--- config.mk ---
export PLATFORM = sky130hd
export DESIGN_NAME = nl_credit_link
export DESIGN_NICKNAME = d
export VERILOG_FILES = /design/src/rtl/nl_credit_link.sv
export SDC_FILE = /design/constraint.sdc
export NUM_CORES = 1
export LEC_CHECK = 0
export CAP_MARGIN = 0
export CORE_MARGIN = 8
export CORE_UTILIZATION = 43
export DETAILED_ROUTE_END_ITERATION = 12
export GPL_TIMING_DRIVEN = 0
export PLACE_DENSITY = 0.82
export SYNTH_ARGS = -nofsm -noshare
export SYNTH_HDL_FRONTEND = slang
export SYNTH_SLANG_ARGS = --single-unit
--- constraint.sdc ---
create_clock -name clk -period 3.6 [get_ports clk]
set_input_delay 0.54 -clock clk [delete_from_list [all_inputs] [get_ports clk]]
set_output_delay 0.54 -clock clk [all_outputs]
set_load 0.005 [all_outputs]
--- src/rtl/nl_credit_link.sv ---
// NL mesh inter-router link: pipelined flit and credit paths,
// per-VC sender credit counters, utilisation counter and sticky errors.
module nl_credit_link #(
    parameter int FLIT_W  = 64,
    parameter int NV      = 2,
    parameter int STAGES  = 1,
    parameter int CREDITS = 4,
    parameter int CNT_W   = 32
) (
    input  logic              clk,
    input  logic              rst_n,
    input  logic              up_valid,
    input  logic [FLIT_W-1:0] up_data,
    input  logic [NV-1:0]     up_vc,
    output logic [NV-1:0]     up_credit_avail,
    output logic              dn_valid,
    output logic [FLIT_W-1:0] dn_data,
    output logic [NV-1:0]     dn_vc,
    input  logic              dn_credit_valid,
    input  logic [NV-1:0]     dn_credit_vc,
    input  logic              util_clear,
    input  logic              err_clear,
    output logic [CNT_W-1:0]  util_count,
    output logic              drop_err,
    output logic              credit_ovf_err
);

    localparam int CW = $clog2(CREDITS + 1);
    localparam logic [CW-1:0] CMAX = CW'(CREDITS);

    function automatic logic onehot(input logic [NV-1:0] v);
        return (v != '0) && ((v & (v - NV'(1))) == '0);
    endfunction

    logic [NV-1:0] w_avail;
    logic          w_accept;
    logic          w_drop;
    logic          w_cr_v;
    logic [NV-1:0] w_cr_vc;
    logic          w_cr_ok;
    logic          w_cr_bad;
    logic [NV-1:0] w_ovf;

    logic [CNT_W-1:0] r_util;
    logic             r_drop_err;
    logic             r_ovf_err;

    // Acceptance only looks at registered credit state.
    assign w_accept = up_valid & onehot(up_vc) & ((up_vc & w_avail) != '0);
    assign w_drop   = up_valid & ~w_accept;

    generate
        if (STAGES == 0) begin : g_fwd_comb
            assign dn_valid = w_accept;
            assign dn_data  = up_data;
            assign dn_vc    = up_vc;
        end else begin : g_fwd_pipe
            logic              r_v [STAGES];
            logic [FLIT_W-1:0] r_d [STAGES];
            logic [NV-1:0]     r_c [STAGES];

            always_ff @(posedge clk or negedge rst_n) begin
                if (!rst_n) begin
                    for (int i = 0; i < STAGES; i++) begin
                        r_v[i] <= 1'b0;
                        r_d[i] <= '0;
                        r_c[i] <= '0;
                    end
                end else begin
                    r_v[0] <= w_accept;
                    r_d[0] <= up_data;
                    r_c[0] <= up_vc;
                    for (int i = 1; i < STAGES; i++) begin
                        r_v[i] <= r_v[i-1];
                        r_d[i] <= r_d[i-1];
                        r_c[i] <= r_c[i-1];
                    end
                end
            end

            assign dn_valid = r_v[STAGES-1];
            assign dn_data  = r_d[STAGES-1];
            assign dn_vc    = r_c[STAGES-1];
        end
    endgenerate

    generate
        if (STAGES == 0) begin : g_crd_comb
            assign w_cr_v  = dn_credit_valid;
            assign w_cr_vc = dn_credit_vc;
        end else begin : g_crd_pipe
            logic          r_v [STAGES];
            logic [NV-1:0] r_c [STAGES];

            always_ff @(posedge clk or negedge rst_n) begin
                if (!rst_n) begin
                    for (int i = 0; i < STAGES; i++) begin
                        r_v[i] <= 1'b0;
                        r_c[i] <= '0;
                    end
                end else begin
                    r_v[0] <= dn_credit_valid;
                    r_c[0] <= dn_credit_vc;
                    for (int i = 1; i < STAGES; i++) begin
                        r_v[i] <= r_v[i-1];
                        r_c[i] <= r_c[i-1];
                    end
                end
            end

            assign w_cr_v  = r_v[STAGES-1];
            assign w_cr_vc = r_c[STAGES-1];
        end
    endgenerate

    assign w_cr_ok  = w_cr_v & onehot(w_cr_vc);
    assign w_cr_bad = w_cr_v & ~onehot(w_cr_vc);

    generate
        for (genvar v = 0; v < NV; v++) begin : g_vc
            logic [CW-1:0] r_cnt;
            logic          w_dec;
            logic          w_inc;
            logic          w_full;

            assign w_dec  = w_accept & up_vc[v];
            assign w_inc  = w_cr_ok & w_cr_vc[v];
            assign w_full = (r_cnt == CMAX);

            // Simultaneous consume and return cancel out.
            always_ff @(posedge clk or negedge rst_n) begin
                if (!rst_n) begin
                    r_cnt <= CMAX;
                end else if (w_dec && !w_inc) begin
                    r_cnt <= r_cnt - CW'(1);
                end else if (w_inc && !w_dec && !w_full) begin
                    r_cnt <= r_cnt + CW'(1);
                end
            end

            assign w_ovf[v]   = w_inc & ~w_dec & w_full;
            assign w_avail[v] = (r_cnt != '0);
        end
    endgenerate

    always_ff @(posedge clk or negedge rst_n) begin
        if (!rst_n) begin
            r_util <= '0;
        end else if (util_clear) begin
            r_util <= '0;
        end else if (dn_valid && (r_util != '1)) begin
            r_util <= r_util + CNT_W'(1);
        end
    end

    // Set beats clear when both land in the same cycle.
    always_ff @(posedge clk or negedge rst_n) begin
        if (!rst_n) begin
            r_drop_err <= 1'b0;
            r_ovf_err  <= 1'b0;
        end else begin
            r_drop_err <= (r_drop_err & ~err_clear) | w_drop | w_cr_bad;
            r_ovf_err  <= (r_ovf_err & ~err_clear) | (|w_ovf);
        end
    end

    assign up_credit_avail = w_avail;
    assign util_count      = r_util;
    assign drop_err        = r_drop_err;
    assign credit_ovf_err  = r_ovf_err;

endmodule

### Word level (Yosys, flattened, before mapping)

Index checks and enable logic that the tools add are counted.

* bits in read-only memories: 0
* register bits after elaboration: 110
* memories: 0
* bits in latches: 0
* bits in writable memories: 0
* output and inout port bits: 103

* reductions and logical operators: 26
* equality and inequality tests: 3
* $lt $le $gt $ge: 0
* muxes and demuxes: 6
* shift-type cells: 0
* $mul: 0
* bitwise operators: 26
* div/mod/pow operators: 0
* $add $sub $neg: 7

Operators with widths (number)
* 32-bit 2-to-1 mux: 2
* 32-bit by 1-bit adder with 32-bit output (second input constant): 1
* 32-bit != test (second input constant): 1
* 1-bit bitwise AND: 15
* 3-bit 2-to-1 mux: 4
* 2-bit nonzero test: 6
* 1-bit logical AND: 9
* 3-bit by 1-bit adder with 3-bit output (second input constant): 2
* 2-bit bitwise AND: 3
* 3-bit equality test (second input constant): 2
* 1-bit zero test: 6
* 3-bit nonzero test: 2
* 3-bit by 1-bit subtractor with 3-bit output (second input constant): 2
* 1-bit inverter: 5
* 2-bit zero test: 2
* 2-bit by 1-bit subtractor with 2-bit output (second input constant): 2
* 1-bit bitwise OR: 3
* 2-bit OR reduction: 1

### Longest topological paths before layout

Gate-level depths: netlist (run 1).

* depth after elaboration: 12
* mapped depth: 8
* depth with buffers taken out: 7

### Worst setup path before layout (run 1)

Ideal clock, no wire load.

* path type: flip-flop to flip-flop
* from: reg r_util[10] (netlist: util_count[10])
* to: reg r_util[26] (netlist: util_count[26])
* stages on the path, launching flop included: 7
* slack: 1.319 ns
* arrival time: 2.203 ns
* data required time: 3.522 ns
* clock period less this slack: 2.281 ns
* cells stage by stage: dfrtp_1 nand3_4 or4_4 or4_1 buf_2 or3_1 a21oi_1

* longest elaborated chain between the ends: 3
* elaborated cells on any way between the ends: 6
* those cells by class: add/sub: 1; eq/ne: 1; mux: 2; reduce/logical: 2

Ends and longest elaborated chain
* start: declaration: RTL line 44 `logic [CNT_W-1:0] r_util;`
* start signal: assignment: RTL line 152 `r_util <= r_util + CNT_W'(1);`
* 32-bit by 1-bit adder with 32-bit output / 32-bit != test (equally long branches): RTL line 152, 151
* 32-bit 2-to-1 mux / 1-bit logical AND (equally long branches): RTL line 151 `end else if (dn_valid && (r_util != '1)) begin`
* 32-bit 2-to-1 mux / 2-bit nonzero test (equally long branches)

Parallel ways exist; a longest one is shown, timed or not. The select of a mux whose other input is x is not followed.
A chain may end at the register's enable or synchronous reset.

### Final worst setup path (run 1)

* from: reg r_util[16] (netlist: util_count[16])
* to: reg r_util[1] (netlist: util_count[1])

* longest elaborated chain between the ends: 3

Ends and longest elaborated chain (RTL line)
* 32-bit != test: 151
* 1-bit logical AND: 151
* 2-bit nonzero test (no source line)

Every way passes these cells.

==> impl.org, run 1 <==
** Synthesis
- The synthesized netlist devotes 9.46% of its cell area to compound gates.
- After synthesis, the largest area contributor takes up 66.8% of total cell area.
- The Yosys step of the flow raised 0 warnings.
- Simple-Gate Fraction of Synth Area :: 16.1%
- Fraction of registers with async set/reset :: 100%
- Dominant register cell in the synthesized netlist :: dfrtp_1
- Counting every net in the synthesized netlist gives 401.
- For this run, the register share of the synthesized area comes to 68.1%.
- The mapped netlist covers 4050 µm².
- Cell taking the most area after synthesis :: dfrtp_1
- Number of instances in the synthesized netlist :: 324
- Mean area per synthesized cell :: 12.5 µm²
- Of the post-synthesis cell area, the part taken by muxes is 1.02%.
- In the post-synthesis netlist, the biggest area contributors are dfrtp_1 (67%), a21oi_1 (3.5%), o21ai_0 (2.6%), or3_1 (2.3%), nor2_1 (1.9%).
- Total of flip-flops plus latches after synthesis :: 110
- The synthesized netlist devotes 1.30% of its cell area to adder and majority cells.
- EDFF count, synth :: 0
- Combinational family with the most area after synthesis :: simple AND/OR/NAND/NOR gates
- Number of library cell types mapped by synthesis :: 46
- The synthesized netlist devotes 2.16% of its cell area to XOR and XNOR gates.

** Finish
- Leaving out fill and tap cells, the most frequent cell in the layout is clkdlybuf4s50_1.
- The area growth from synthesis to layout is 52.3%.
- In the layout the commonest cells are clkdlybuf4s50_1 (174), dfrtp_1 (108), a21oi_1 (28).
- Share of cells above drive strength 1 :: 6.59%
- After the last flow step, the layout net total stands at 588.
- 0 antenna diodes ended up in the layout.

** Global route
- Entering global routing, the biggest net connects 59 pins.
- Vias in the first global route :: 3399
- Global routing finished with a remaining overflow of 0.
- The first global-routing pass estimated 18.1 mm of wire.
- Initial antenna violation count :: 0
- Global routing used 18.0% of the available tracks across all layers.

** Floorplanning
- DIE HEIGHT :: 113 µm
- The floorplan step defined a die boundary enclosing 12800 µm².
- After floorplanning, the core was divided into 35 placement rows.
- The initial utilization of the core area, before any placement, comes to 44.0%.
- Number of primary I/O pins :: 177
- Total core area :: 9200 µm²
- From left edge to right edge, the die measures 113 µm.

** Critical path
- Worst Setup Path Type :: reg2reg
- Walking the worst path, the cells encountered are nand4_1 -> or4_1 -> o31ai_2 -> buf_2 -> buf_2 -> mux2i_1 -> nor2_1.
- The critical path crosses 7 cells after its start point.
- CP max FO :: 10
- Largest delay contributor family on the critical path :: simple AND/OR/NAND/NOR gates
- At the worst endpoint, the required time is 3.84 ns.
- Counting both buffers and inverters, the worst setup path holds a total of 2.
- Slowest cell on the critical path :: or4_1
- The number of cells on the worst reg-to-reg path is 7.
- Nature of the critical path endpoint :: register
- Dominant cell type by count on the critical path :: buf_2
- STA puts the critical path data arrival time at 2.94 ns.
- On the worst path, the slowest cell contributes a delay of 0.56 ns.
- STA classifies the critical path startpoint as a register.

** Power and ir drop
- Overall power consumption after layout is estimated at 2.55 mW.
- Internal power comes to 1.89 mW.
- Switching Power :: 0.657 mW
- Net switching is 25.8% of the power.
- Peak VDD IR :: 0.226 mV
- In this run, the clock network consumes 29.8% of the power.
- Registers are responsible for 54.0% of the overall power.
- Power density of the placed cells :: 413 nW/µm²
- Leakage power of the design :: 2.44 nW
- Combinational logic is responsible for 16.2% of the overall power.

** Placement
- The HPWL after detailed placement is 8.75 mm.
- During placement, the flow inserted port buffers numbering 175.
- Routability Congestion :: 0.802

** Drt
- Once detail routing completed, the nets flagged for antenna violations numbered 0.
- Summed over all layers, the routed wires come to 11.2 mm.
- Starting DRC count in detailed routing :: 127
- Avg WL per Cell :: 17.8 µm
- Vias per std cell :: 5.23
- Number of detailed-route iterations in the first pass :: 4
- Detailed routing inserted a total of 3278 vias.
- Post-detailed-route DRC marker count :: 0

** STA
- Setup violations remaining at the end of the flow were counted as 0.
- Clock skew on the completed layout was measured at 0.00522 ns.
- RSZ-0062 raised after global routing :: false
- Worst-case hold slack :: 0.188 ns
- Min cycle time layout :: 2.71 ns
- Worst-case headroom to the max-slew limit :: 44.4%
- Fraction of the cycle the final worst path needs :: 75.2%
- The number of pins with negative max-slew slack in the final report is 0.
- Transition at the pin with the smallest max-transition slack :: 0.827 ns
- Final hold vios :: 0
- Highest Clock Rate :: 370 MHz

** Outcome
- Outcome :: finished, final reports clean

** CTS
- In this run, post-CTS hold repair placed 0 buffers.
- Clock Root Buffer :: clkbuf_8
- TritonCTS clock tree :: yes
- Buffer depth of the longest clock path :: 2
- Maximum level of the CTS H-tree :: 3
- Setup fix buffers added after clock tree synthesis :: 0
- At the later pin of the worst-skew pair, clock insertion delay measures 0.36 ns.
- After clock tree synthesis, the repair step resized 0 gates.
- Clock-pin slew was measured on the worst setup and hold paths at 0.11 ns.
- Clock buffer count from CTS :: 9
- For this design, the sink count on the clock tree is 110.

** Worst hold path
- Class of the tightest hold or removal check :: in2async

** Flow run
- The tool flagged a number of max-cap violations equal to 0.
-- Yosys cell counts, types with 3 or more instances --
cell and number:
clkbuf_1 4, a21oi_1 28, o21ai_0 21, xnor2_1 8, nand2_1 16, or3_1 15
dfrtp_1 108, or4_1 6, nand3_1 11, nor3_1 4, buf_2 3, nor4_1 4
nand4_1 11, inv_1 11, mux2i_1 3, and3_1 4, o31ai_1 8, a211oi_1 3
nor2_1 20
-- cell type report --
type                       count  area [µm²]
multi-input combinational    195        1220
fill                         692        3030
timing repair buffer         176        1780
tap                          111         139
clock buffer                  10         128
sequential                   110        2760
buffer                         8        33.8
inverter                      11        41.3
clock inverter                 6        75.1
-- power by group through the flow --
stage	Clock, mW	Sequential [mW]	Combinational [mW]
after CTS	0.792	1.38	0.422
after detailed placement	0	1.40	0.421
after floorplan	0	1.40	0.148
final	0.760	1.38	0.412
after global routing	0.836	1.39	0.457
after global placement	0	1.40	0.398
-- flip-flops by register name, indices dropped and copies added, names as in the netlist --
register and flops:
dn_data 64, util_count 32, g_vc.r_cnt 6, dn_vc 2
g_crd_pipe.r_c 2, credit_ovf_err 1, dn_valid 1, drop_err 1
g_crd_pipe.r_v 1
-- metrics by stage --
| step | util [%] | instances | worst slack (ns) | area (µm²) | setup TNS [ns] |
|---|---|---|---|---|---|
| after floorplan | - | 324 | 1.32 | 4050 | 0 |
| after global placement | 64.6 | 610 | -2.03 | 5940 | -220.05 |
| after detailed placement | 64.8 | 611 | 0.944 | 5960 | 0 |
| after CTS | 67.0 | 627 | 0.910 | 6170 | 0 |
| after global routing | 67.0 | 627 | 0.650 | 6170 | 0 |
| final | 67.0 | 627 | 0.894 | 6170 | 0 |
-- cells by family after synthesis --
kind of cell | after synthesis
buffers and inverters | 19
AND/OR/NAND/NOR | 112
multiplexers | 4
AO/OA/AOI/OAI | 66
flip-flops | 110
XOR/XNOR | 10
adder cells (fa/ha/maj) | 3
-- metal layers --
| metal | track usage (%) | share of wire, % | vias to the layer above |
|---|---|---|---|
| met2 | 32.4 | 56 | 101 |
| met1 | 20.1 | 37 | 1632 |
| met4 | 5.77 | 1.5 | 0 |
| met3 | 5.11 | 5.8 | 13 |
| met5 | 0 | 0 | - |
| li1 | - | - | 1532 |
-- final timing paths --
kind / start / endpoint / slack (ns)
min in group clk: util_clear / util_count[7] / 0.51
setup reg to reg: util_count[16] / util_count[1] / 0.89
hold reg to reg: g_vc[0].r_cnt[0] / g_vc[0].r_cnt[0] / 0.55
hold / removal: rst_n / dn_data[45] / 0.19
max in group asynchronous: rst_n / g_vc[1].r_cnt[2] / 2.64
setup / recovery: util_count[16] / util_count[1] / 0.89
(Power assumes the default switching activity.)
==> inputs of run 2 (changes only) <==
--- a/config.mk
+++ b/config.mk
@@ -7,10 +7,10 @@
 export LEC_CHECK = 0
 export CAP_MARGIN = 0
 export CORE_MARGIN = 8
-export CORE_UTILIZATION = 43
+export CORE_UTILIZATION = 42
 export DETAILED_ROUTE_END_ITERATION = 12
 export GPL_TIMING_DRIVEN = 0
-export PLACE_DENSITY = 0.82
+export PLACE_DENSITY = 0.8
 export SYNTH_ARGS = -nofsm -noshare
 export SYNTH_HDL_FRONTEND = slang
 export SYNTH_SLANG_ARGS = --single-unit
==> constraint.sdc (replaced) <==
create_clock -name clk -period 2.8 [get_ports clk]
set_input_delay 0.42 -clock clk [delete_from_list [all_inputs] [get_ports clk]]
set_output_delay 0.42 -clock clk [all_outputs]
set_load 0.005 [all_outputs]
==> run 2 against run 1 <==
Effect of this change:
- worst setup slack worse by 0.71 ns
- register-to-register slack worse by 0.71 ns
- clock power up 29%
- via count about the same
- sequential cell count unchanged
- largest power group unchanged
==> impl.org, run 2 (synthesis results as in run 1) <==
** Outcome
- Outcome :: finished, final reports clean

** Floorplanning
- The core area was 9550 µm² (+3.8%).
- The number of top-level pins was 177 (unchanged).
- DIE HEIGHT :: 114 µm (+1.0%)
- Number of placement rows :: 36 (+2.9%)
- The overall die area came to 13000 µm² (+2.0%).
- Initial Util :: 42.4% (-1.6 points)
- The width of the chip was 114 µm (+1.0%).

** STA
- Worst-case hold slack :: 0.0532 ns (-0.135 ns)
- Transition at the pin with the smallest max-transition slack :: 0.689 ns (-0.138 ns)
- Final hold vios :: 0 (unchanged)
- Setup clock skew after layout :: 0.0166 ns (+0.0114 ns)
- Min cycle time layout :: 2.62 ns (-0.0873 ns)
- The slack of the critical path came to 0.181 ns (-0.713 ns).
- Fraction of the cycle the final worst path needs :: 93.5% (+18 points)
- Setup repair after global routing left no endpoint under its margin.
- The final-report setup violation count came to 0 (unchanged).
- The worst slew margin relative to its limit was 53.7% (+9.3 points).
- Max Transition Viols Final :: 0 (unchanged)
- Highest Clock Rate :: 382 MHz (+3.3%)

** Drt
- The via count normalized by instance count was 5.05 (-3.4%).
- Avg WL per Cell :: 16.7 µm (-6.4%)
- The number of remaining DRC errors was 0 (unchanged).
- The total detailed-routing wirelength is 10.8 mm (-3.1%).
- The DRC violation total after the first TritonRoute iteration was 182 (+43%).
- The remaining number of nets flagged by the antenna check after routing is 0 (unchanged).
- The routed via count was 3276 (-0.061%).
- The iteration count of the initial detailed-routing pass is 4 (unchanged).

** Critical path
- Counting stages on the worst path, the most repeated cell is buf_2.
- Worst path arrival time :: 2.86 ns (-0.08 ns)
- STA classifies the critical path endpoint as a register.
- The delay of the slowest cell on the worst path is 0.60 ns (+0.04 ns).
- Among all stages on the critical path, the largest delay is contributed by or4_1.
- Cell chain of the critical path :: nand4_1 -> or4_1 -> o31ai_4 -> buf_2 -> buf_2 -> mux2i_1 -> nor2_1
- CP max FO :: 10 (unchanged)
- Count of buffer and inverter cells on the critical path :: 2 (unchanged)
- Worst Setup Path Type :: reg2reg
- Required time reported for the critical path endpoint :: 3.04 ns (-0.80 ns)
- Startpoint type of the worst setup path :: register
- Largest delay contributor family on the critical path :: simple AND/OR/NAND/NOR gates

** Finish
- The number of flip-flops in the largest register was 64 (unchanged).
- Area added between synthesis and finish :: 53.3%
- # nets final :: 588 (unchanged)
- The post-route standard cell area excluding fillers is 6210 µm² (+0.65%).
- The library cells used most frequently in the layout, excluding fill and tap cells, are clkdlybuf4s50_1 (174), dfrtp_1 (108), a21oi_1 (28).
- The antenna diode count came to 0 (unchanged).
- Leaving out fill and tap cells, the most frequent cell in the layout is clkdlybuf4s50_1.
- The footprint of the flip-flops and latches was 2760 µm² (unchanged).
- Finished Core Util :: 65.0% (-2.1 points)
- Area of the multi-input gates :: 1230 µm² (+0.72%)
- Number of fill cells :: 776 (+12%)
- Share of cells above drive strength 1 :: 6.59% (unchanged)

** Global route
- All-Layer GR Usage :: 16.8% (-1.3 points)
- Largest net degree at the start of global routing :: 64 (+8.5%)
- Vias in the first global route :: 3487 (+2.6%)
- The leftover overflow at the end of global routing came to 0 (unchanged).
- First-pass GRT wire length :: 17.2 mm (-4.7%)
- Initial antenna violation count :: 0 (unchanged)

** CTS
- # hold bufs at CTS :: 0 (unchanged)
- The maximum count of clock buffers along a single path came to 2 (unchanged).
- Cts repair resizes :: 0 (unchanged)
- The number of buffers added by the clock tree synthesis step was 9 (unchanged).
- The post-CTS setup-driven buffer insertion count is 0 (unchanged).
- TritonCTS built the clock tree.
- The tree is rooted in a clkbuf_8.
- The clock slew at the register clock pins of the worst setup and hold paths is 0.11 ns (about the same).
- Insertion delay to the later sink of the worst-skew pair :: 0.37 ns (about the same)
- Maximum level of the CTS H-tree :: 3 (unchanged)
- Num Clock Sinks :: 110 (unchanged)

** Worst hold path
- Class of the tightest hold or removal check :: in2async

** Placement
- The final HPWL from detailed placement is 8.37 mm (-4.4%).
- Routability Congestion :: 0.797 (-0.65%)
- The worst-case setup slack after placement was 0.126 ns (-0.818 ns).
- Buffers on Ports :: 175 (unchanged)
- The post-placement cell area came to 5990 µm² (+0.46%).

** Power and ir drop
- The reported leakage power is 2.44 nW (about the same).
- Peak VDD IR :: 0.313 mV (+39%)
- The internal power component is 2.45 mW (+30%).
- The net switching share of the total power was 25.5% (-0.24 points).
- Power density of the placed cells :: 531 nW/µm² (+28%)
- The combinational share of power came to 16.2% (about the same).
- The switching power came to 0.841 mW (+28%).
- Share of power burned in registers :: 54.0% (about the same)
- The post-route total power is 3.29 mW (+29%).
- Share of power burned in the clock network :: 29.8% (about the same)

** Flow run
- The max capacitance violation total came to 0 (unchanged).
[run 2: final timing paths]
| path | startpoint | to | slack [ns] | depth (start not counted) |
|---|---|---|---|---|
| min in group clk | util_clear | util_count[7] | 0.36 | 2 |
| max | util_count[16] | util_count[1] | 0.18 | 7 |
| min reg2reg | g_crd_pipe.r_v | drop_err | 0.54 | 2 |
| min | rst_n | dn_data[17] | 0.05 | 1 |
| max in group asynchronous | rst_n | g_vc[1].r_cnt[2] | 2.01 | 2 |
| max reg2reg | util_count[16] | util_count[1] | 0.18 | 7 |
[run 2: final cells by class]
class,instances,share of cell area [%]
plain buffers,8,0.544
flip-flops and latches,110,44.4
clock inverters,5,1.05
well taps,133,2.68
clock buffers,11,2.28
multi-input cells,195,19.8
inverters,11,0.665
repair buffers,176,28.6
[run 2: through the flow]
| stage | cells | setup TNS [ns] |
|---|---|---|
| floorplan | 324 | 0 |
| finish | 649 | 0 |
| global route | 649 | 0 |
| CTS | 649 | 0 |
| detailed placement | 633 | 0 |
| global placement | 632 | -291.72 |
[run 2: power by group through the flow]
stage	Sequential, mW	Combinational [mW]	Clock (mW)
6_report	1.78	0.533	0.983
3_3_place_gp	1.80	0.506	0
5_1_grt	1.79	0.584	1.08
3_5_place_dp	1.80	0.540	0
2_1_floorplan	1.80	0.190	0
4_1_cts	1.78	0.542	1.02
[run 2: worst reg2reg max path, stage by stage, from the launching register on]
cell	delay, ns
dfrtp_1	0.47
nand4_1	0.24
or4_1	0.60
o31ai_4	0.37
buf_2	0.29
buf_2	0.27
mux2i_1	0.21
nor2_1	0.05
[run 2: routing by layer]
layer	GRT usage, %	vias up	wire, µm
li1	-	1534	-
met1	18.0	1602	4120
met2	30.4	129	5720
met3	5.17	11	836
met4	5.77	0	155
met5	0	-	0
==> inputs of run 3 (changes only) <==
--- a/config.mk
+++ b/config.mk
@@ -6,7 +6,7 @@
 export NUM_CORES = 1
 export LEC_CHECK = 0
 export CAP_MARGIN = 0
-export CORE_MARGIN = 8
+export CORE_MARGIN = 5
 export CORE_UTILIZATION = 42
 export DETAILED_ROUTE_END_ITERATION = 12
 export GPL_TIMING_DRIVEN = 0
@@ -14,3 +14,4 @@
 export SYNTH_ARGS = -nofsm -noshare
 export SYNTH_HDL_FRONTEND = slang
 export SYNTH_SLANG_ARGS = --single-unit
+export TNS_END_PERCENT = 10
==> run 3 against run 2 <==
Effect of this change:
- register-to-register slack improved by 0.05 ns
- sequential power about the same
- sequential cell count unchanged
- largest power group unchanged
==> impl.org, run 3 (synthesis results as in run 1) <==
** Outcome
- The flow ran to the end, and the final reports show no timing, DRC or antenna violations.

** Finish
- Sequential Area :: 2760 µm² (unchanged)
- The area used by multi-input combinational logic came to 1230 µm² (unchanged).
- # nets final :: 588 (unchanged)
- In the layout the commonest cells are clkdlybuf4s50_1 (174), dfrtp_1 (108), a21oi_1 (28).
- Compared with the post-synthesis result, the final layout area differs by 52.5%.
- Antenna diode count :: 0 (unchanged)
- The core utilization of the finished layout came to 66.2% (+1.2 points).
- The library cell used most frequently in the layout, excluding fill and tap cells, is clkdlybuf4s50_1.
- The share of final-layout standard cells stronger than drive strength 1 came to 6.60% (+0.013 points).
- Number of fill cells :: 716 (-7.7%)
- The number of flip-flops in the largest register was 64 (unchanged).

** STA
- Worst-case headroom to the max-slew limit :: 51.1% (-2.6 points)
- Min cycle time layout :: 2.57 ns (-0.0513 ns)
- The worst slack on hold paths is 0.0558 ns (+0.00258 ns).
- Final hold vios :: 0 (unchanged)
- Final setup vio count :: 0 (unchanged)
- The worst clock skew is 0.0119 ns (-0.00473 ns).
- The accumulated negative setup slack is 0 ns (unchanged).
- Max Transition Viols Final :: 0 (unchanged)
- The final worst-path cycle share is 91.7% (-1.8 points).
- The maximum clock frequency was 389 MHz (+2.0%).
- RSZ-0062 raised after global routing :: false
- Least setup slack across all paths after layout :: 0.232 ns (+0.0513 ns)
- The pin slew with the least headroom to its limit came to 0.727 ns (+0.0381 ns).

** Global route
- First-pass GRT wire length :: 17.3 mm (+0.44%)
- The leftover overflow at the end of global routing was 0 (unchanged).
- Global Route met2 Usage :: 32.3% (+1.9 points)
- Busiest grt layer :: met2
- The all-layer global routing usage is 18.9% (+2.2 points).
- The number of antenna violations at the first check in global routing is 0 (unchanged).
- The global-route met1 utilization came to 21.9% (+3.9 points).
- Vias in the first global route :: 3378 (-3.1%)
- The global-route met3 utilization came to 7.88% (+2.7 points).
- The maximum number of pins on one net before global-route repair came to 62 (-3.1%).

** Power and ir drop
- Total power after layout :: 3.20 mW (-2.7%)
- Power density of the placed cells :: 519 nW/µm² (-2.2%)
- Peak VDD IR :: 0.327 mV (+4.2%)
- Leakage power of the design :: 2.42 nW (-0.49%)

** CTS
- The tree is rooted in a clkbuf_8.
- Clock edge transition at the registers on the reported setup and hold paths :: 0.11 ns (about the same)
- The post-CTS setup-driven buffer insertion count is 0 (unchanged).
- Maximum level of the CTS H-tree :: 3 (unchanged)
- The maximum count of clock buffers along a single path was 2 (unchanged).
- The number of buffers added by the clock tree synthesis step is 9 (unchanged).
- TritonCTS clock tree :: yes
- Num Clock Sinks :: 110 (unchanged)
- The latest clock arrival within the worst-skew pair came to 0.36 ns (about the same).
- The number of hold buffers added after CTS is 0 (unchanged).

** Critical path
- Worst Setup Path Type :: reg2reg
- Required time reported for the critical path endpoint :: 3.04 ns (about the same)
- CP max FO :: 10 (unchanged)
- The arrival time of data at the critical path endpoint came to 2.81 ns (-0.05 ns).
- Startpoint type of the worst setup path :: register
- Nature of the critical path endpoint :: register

** Drt
- The total detailed-routing wirelength came to 10.6 mm (-2.6%).
- The average wire length per cell after detail routing was 16.4 µm (-1.8%).
- Number of antenna-violating nets in the routed design :: 0 (unchanged)
- The routed via count is 3259 (-0.52%).
- The via count normalized by instance count is 5.06 (+0.25%).
- The number of remaining DRC errors is 0 (unchanged).
- Number of detailed-route iterations in the first pass :: 4 (unchanged)
- Starting DRC count in detailed routing :: 118 (-35%)

** Placement
- Buffers on Ports :: 175 (unchanged)
- Routability Congestion :: 0.805 (+1.1%)
- Post-place setup slack :: 0.108 ns (-0.0177 ns)
- The final HPWL from detailed placement was 7.94 mm (-5.1%).

** Worst hold path
- In this run the worst hold path is classified as in2async.

** Floorplanning
- The overall die area came to 11700 µm² (-10%).
- DIE WIDTH :: 108 µm (-5.3%)
- The initial core utilization came to 43.4% (+1.0 points).
- The number of top-level pins was 177 (unchanged).
- The standard-cell row count was 35 (-2.8%).
- The y dimension of the die was 108 µm (-5.3%).
- The core area came to 9330 µm² (-2.3%).

** Flow run
- The max capacitance violation total came to 0 (unchanged).
==> run 3: changes by cell type in the layout (fill, tap and decap cells not counted) <==
| cell | before | now |
|---|---|---|
| bufinv_16 | 1 | 0 |
| clkbuf_8 | 10 | 9 |
| inv_6 | 1 | 3 |
| buf_2 | 3 | 2 |
| clkbuf_1 | 5 | 4 |
| clkbuf_4 | 0 | 1 |
==> run 3: cell type report <==
class / count / area share (%)
inverter: 11 / 0.669
sequential: 110 / 44.6
tap: 129 / 2.61
multi-input combinational: 195 / 19.9
clock buffer: 9 / 2.01
buffer: 8 / 0.588
clock inverter: 6 / 0.851
timing repair buffer: 176 / 28.8
==> run 3: routing by layer <==
| metal | wire length (µm) | vias up |
|---|---|---|
| li1 | - | 1544 |
| met1 | 3980 | 1584 |
| met2 | 5480 | 123 |
| met3 | 1020 | 8 |
| met4 | 76 | 0 |
| met5 | 0 | - |
==> run 3: timing repair <==
action                                  CTS  global route
endpoints found under the setup margin    0            10
gates resized for setup                   0             2
hold endpoints to repair                  0             0
==> run 3: final timing paths <==
check                               start        endpoint  slack (ns)  cells past startpoint
max                        util_count[16]   util_count[1]        0.23                      7
min                                 rst_n  credit_ovf_err        0.06                      1
max reg2reg                util_count[16]   util_count[1]        0.23                      7
min reg2reg                g_crd_pipe.r_v        drop_err        0.53                      2
max in group asynchronous           rst_n      dn_data[6]        2.03                      2
min in group clk               util_clear   util_count[7]        0.37                      2
==> run 3: critical path, stage by stage (launching register included) <==
cell and delay (ns):
dfrtp_1 0.48, nand4_1 0.23, or4_1 0.59, o31ai_4 0.32, clkbuf_4 0.28, buf_2 0.27, mux2i_1 0.22, nor2_1 0.05
==> run 3: report_power, final <==
part | total (mW) | switching (mW) | internal, mW
clock network | 0.900 | 0.565 | 0.336
logic | 0.530 | 0.224 | 0.306
registers | 1.77 | 0.0763 | 1.70
==> run 3: per-stage QoR <==
stage,area (µm²),cells
2_1_floorplan,4050,324
3_3_place_gp,5960,628
3_5_place_dp,5990,629
4_1_cts,6160,644
5_1_grt,6170,644
6_report,6170,644
